## src/rtl/mer_power_accum.sv

```systemverilog
// Windowed reference/error power averager feeding the MER lookup.
// The per-symbol power stage is followed by a FILL/DUMP window accumulator.
module mer_power_accum #(
    parameter int LOG2_WIN  = 10,
    parameter int PWR_SHIFT = 20
) (
    input  logic               clk,
    input  logic               reset,
    input  logic               clk_en,
    input  logic signed [17:0] ref_i,
    input  logic signed [17:0] ref_q,
    input  logic signed [17:0] err_i,
    input  logic signed [17:0] err_q,
    output logic signed [17:0] mapper_power,
    output logic signed [17:0] error_power,
    output logic               power_valid,
    output logic               clamp_flag
);

    localparam int PR_W  = 37 - PWR_SHIFT;
    localparam int ACC_W = PR_W + LOG2_WIN;
    localparam int EXT_W = (PR_W > 17) ? PR_W : 17;

    localparam logic [0:0] FILL = 1'b0;
    localparam logic [0:0] DUMP = 1'b1;

    // Exact 36-bit squares and 37-bit sum; the shift is the only truncation.
    function automatic logic [PR_W-1:0] sym_pwr(
        input logic signed [17:0] a,
        input logic signed [17:0] b
    );
        logic signed [35:0] pa;
        logic signed [35:0] pb;
        logic [36:0]        s;
        pa = 36'(a) * 36'(a);
        pb = 36'(b) * 36'(b);
        s  = {1'b0, pa} + {1'b0, pb};
        return PR_W'(s >> PWR_SHIFT);
    endfunction

    logic [PR_W-1:0]     pr_q;
    logic [PR_W-1:0]     pe_q;
    logic                s1_valid;
    logic [0:0]          state;
    logic [ACC_W-1:0]    acc_m;
    logic [ACC_W-1:0]    acc_e;
    logic [LOG2_WIN-1:0] cnt;
    logic [EXT_W-1:0]    avg_m;
    logic [EXT_W-1:0]    avg_e;
    logic                clamp_m;
    logic                clamp_e;

    always_ff @(posedge clk) begin
        if (reset) begin
            s1_valid <= 1'b0;
            pr_q     <= '0;
            pe_q     <= '0;
        end else begin
            s1_valid <= clk_en;
            if (clk_en) begin
                pr_q <= sym_pwr(ref_i, ref_q);
                pe_q <= sym_pwr(err_i, err_q);
            end
        end
    end

    assign avg_m   = EXT_W'(acc_m >> LOG2_WIN);
    assign avg_e   = EXT_W'(acc_e >> LOG2_WIN);
    assign clamp_m = avg_m > EXT_W'(131071);
    assign clamp_e = avg_e > EXT_W'(131071);

    always_ff @(posedge clk) begin
        if (reset) begin
            state        <= FILL;
            acc_m        <= '0;
            acc_e        <= '0;
            cnt          <= '0;
            mapper_power <= '0;
            error_power  <= '0;
            power_valid  <= 1'b0;
            clamp_flag   <= 1'b0;
        end else begin
            power_valid <= 1'b0;
            unique case (state)
                FILL: begin
                    if (s1_valid) begin
                        acc_m <= acc_m + ACC_W'(pr_q);
                        acc_e <= acc_e + ACC_W'(pe_q);
                        cnt   <= cnt + 1'b1;
                        if (&cnt)
                            state <= DUMP;
                    end
                end
                DUMP: begin
                    mapper_power <= clamp_m ? 18'sd131071
                                            : $signed({1'b0, avg_m[16:0]});
                    error_power  <= clamp_e ? 18'sd131071
                                            : $signed({1'b0, avg_e[16:0]});
                    clamp_flag   <= clamp_m | clamp_e;
                    power_valid  <= 1'b1;
                    state        <= FILL;
                    // A symbol landing on the dump cycle opens the next window.
                    if (s1_valid) begin
                        acc_m <= ACC_W'(pr_q);
                        acc_e <= ACC_W'(pe_q);
                        cnt   <= LOG2_WIN'(1);
                    end else begin
                        acc_m <= '0;
                        acc_e <= '0;
                        cnt   <= '0;
                    end
                end
                default: state <= FILL;
            endcase
        end
    end

endmodule

```

## config.mk

```make
export PLATFORM = sky130hd
export DESIGN_NAME = mer_power_accum
export DESIGN_NICKNAME = d
export VERILOG_FILES = /design/src/rtl/mer_power_accum.sv
export SDC_FILE = /design/constraint.sdc
export NUM_CORES = 2
export LEC_CHECK = 0
export ABC_AREA = 1
export CORE_AREA = 2 2 356 358
export CTS_CLUSTER_DIAMETER = 150
export DETAILED_ROUTE_END_ITERATION = 8
export DIE_AREA = 0 0 358 360
export HOLD_SLACK_MARGIN = 0.1
export SYNTH_ARGS = -nofsm -noshare
export SYNTH_HDL_FRONTEND = slang
export SYNTH_SLANG_ARGS = --single-unit
```

## constraint.sdc

```tcl
create_clock -name clk -period 9 [get_ports clk]
set_clock_uncertainty 0.05 [all_clocks]
set_input_delay 0.9 -clock clk [delete_from_list [all_inputs] [get_ports clk]]
set_output_delay 0.9 -clock clk [all_outputs]
set_load 0.02 [all_outputs]
```

==> metrics.txt <==
Clock Path Buffers=2; Post-layout nets=9,025; gpl congestion=about 0.92; Layout area overhead=7.14%; DIE AREA=129,000 sq um; Die X=~360 um; setup TNS=0 ps; Filler cells=between 10,000 and 15,000; Final period util=92.5%; status=complete, no violations; antenna cells=0; drt wl/cell=15.2 um; post-CTS sizing=0; Initial Utilization=44.8%; slew margin rel.=28.3%; Post-CTS Hold Fix Bufs=0; endpoints failing hold=0; Worst Path Arrival=8620 ps; vias=between 40,000 and 50,000; CTS tree=built; maxcap violations=0; H-Tree Depth=4; Cell variety after synth=between 50 and 60; initial antenna violation count=4; postcts setup bufs=0; Buffers on Ports=110; cells after synthesis=about 7,200; Yosys reg bits=around 140; crit end category=flop; Hold Path Class=reg -> reg; Fmax=120 MHz; final slew viol count=0; slowest CP cell=clkdlybuf4s50_1; synth warn=0; CTS root buffer=clkbuf_16; DR vias/cell=4.84; CP Class=in -> reg; RSZ-0062 raised after global routing=false; worst-margin pin slew=1070 ps; vias in the first global route=about 47,000; most common cell after layout, fill and taps aside=inv_1; critical path required time=a little over 9000 ps; Core ar.=between 100,000 and 150,000 sq um; final setup violation count=0; total clock sinks=about 140; worst-path maximum fanout=13; routed wire length=136 mm; post-layout min period=8330 ps; crit-path max cell delay=850 ps; DRT Pass-1 Iters=5; clk slew on worst S/H paths=about 70 ps; Top FF cell, synth=dfxtp_1; Mapped Area=approximately 56,000 sq um; I/O pin count=113; gr ovfl total=0; pin count of the biggest net entering global routing=50; Die Y=around 360 um; Post-synth EDFFs=0; DRT antenna net count=0; Total Routing Usage GR=22.1%; asr flop ratio synth=0%; CTS Buf Count=17; syn_area_per_cell=7.82 sq um; # rows=130; Clock Latency Late Sink=between 400 and 500 ps; commonest cells after routing, fill and taps aside=inv_1, nand2_1, fa_1; Worst setup SP type=primary input; first-pass GRT wire length=~230 mm; cell mode on critical path=fa_1; Seq/Total Area, Yosys=under 10%; DRC=0; share of cells above drive strength 1=about 3.1%; Detailed Route Iter0 Violations=2,306; Detail Placement HPWL=120 mm
per-stage QoR:
stage                     setup slack, ps  instance area (sq um)  std cells  hold slack, ps  utilization (%)
after floorplan                      1610                  56000       7166             373                -
after global placement                288                  59400       8868             387             47.6
after detailed placement              254                  59400       8868             395             47.6
after CTS                             711                  60000       8899             408             48.0
after global routing                  180                  60000       8899             430             48.0
final                                 674                  60000       8899             405             48.0
cells by family (layout without fill, tap and decap cells):
| group | count (synthesis) | in the layout | synth area share, % |
|---|---|---|---|
| AOI/OAI and AO/OA | 745 | 745 | 7.54 |
| xor gates and xnor gates | 193 | 193 | 3.02 |
| adders and majority gates | 1713 | 1713 | 54.3 |
| buffers and inverters | 2339 | 2422 | 15.7 |
| DFF | 136 | 136 | 4.86 |
| other | 1 | 2 | 0.00670 |
| and+or+nand+nor | 2038 | 2038 | 14.6 |
path summary, 6_finish.rpt:
check	from	to	slack, ps	cells after the start
max reg2reg	state	error_power[16]	6310	5
max	ref_i[17]	pr_q[4]	670	29
min	cnt[9]	cnt[9]	410	1
min reg2reg	cnt[9]	cnt[9]	410	1
layout make-up:
cell class	instances	area [sq um]	share of cell area (%)
Timing Repair Buffer	244	2120	3.54
Multi-Input combinational cell	4691	44500	74.1
Clock buffer	20	437	0.728
Tap cell	1650	2060	3.44
Clock inverter	11	118	0.196
Inverter	2147	8060	13.4
Sequential cell	136	2720	4.54
worst max-delay path: cells and delay by family:
| kind | cells | cell delay (ps) |
|---|---|---|
| XOR/XNOR | 2 | 570 |
| AND/OR/NAND/NOR | 8 | 860 |
| AO/OA/AOI/OAI | 4 | 890 |
| buffers and inverters | 7 | 1730 |
| adder cells (fa/ha/maj) | 8 | 3640 |
Yosys cell counts, types with 4 or more instances:
library cell	number	share of area, %
or2_1	4	0.045
or2_2	10	0.11
o21bai_1	27	0.36
buf_2	8	0.072
a21boi_0	5	0.067
o21a_1	14	0.19
clkbuf_1	144	0.97
ha_1	521	12
xnor2_1	73	1.1
nand2_1	1351	9.1
nor2_1	418	2.8
dfxtp_1	136	4.9
nor4_1	9	0.10
a31oi_1	27	0.30
fa_1	1192	43
a22o_1	17	0.27
o21ai_1	17	0.15
o21ai_0	195	1.7
nand4_1	46	0.51
a21o_1	47	0.63
o221ai_1	5	0.078
xor2_1	120	1.9
buf_1	34	0.23
nand3_1	138	1.2
nor3_1	28	0.25
a21oi_2	5	0.078
o21ai_2	5	0.078
inv_1	2144	14
buf_4	5	0.067
nand2_2	16	0.18
o211ai_1	7	0.094
a211oi_1	5	0.067
a21oi_1	353	3.2
a31o_2	4	0.063
registers in the layout, indices dropped and copies added, names as in the netlist:
register and count:
power_valid 1, cnt 10, acc_m 27, acc_e 27, pr_q 17, s1_valid 1
error_power 17, state 1, mapper_power 17, pe_q 17, clamp_flag 1
layer usage:
| metal | global-route usage, % | routed length (um) | up-vias |
|---|---|---|---|
| met3 | 1.12 | 4030 | 156 |
| li1 | - | - | 21069 |
| met4 | 5.15 | 3200 | 2 |
| met5 | 0 | 13 | - |
| met2 | 40.3 | 69700 | 682 |
| met1 | 28.5 | 58600 | 21177 |
Power is left out: the tool's default activity adds up to more than one toggle a clock period on the data nets, which glitch-free logic cannot reach.
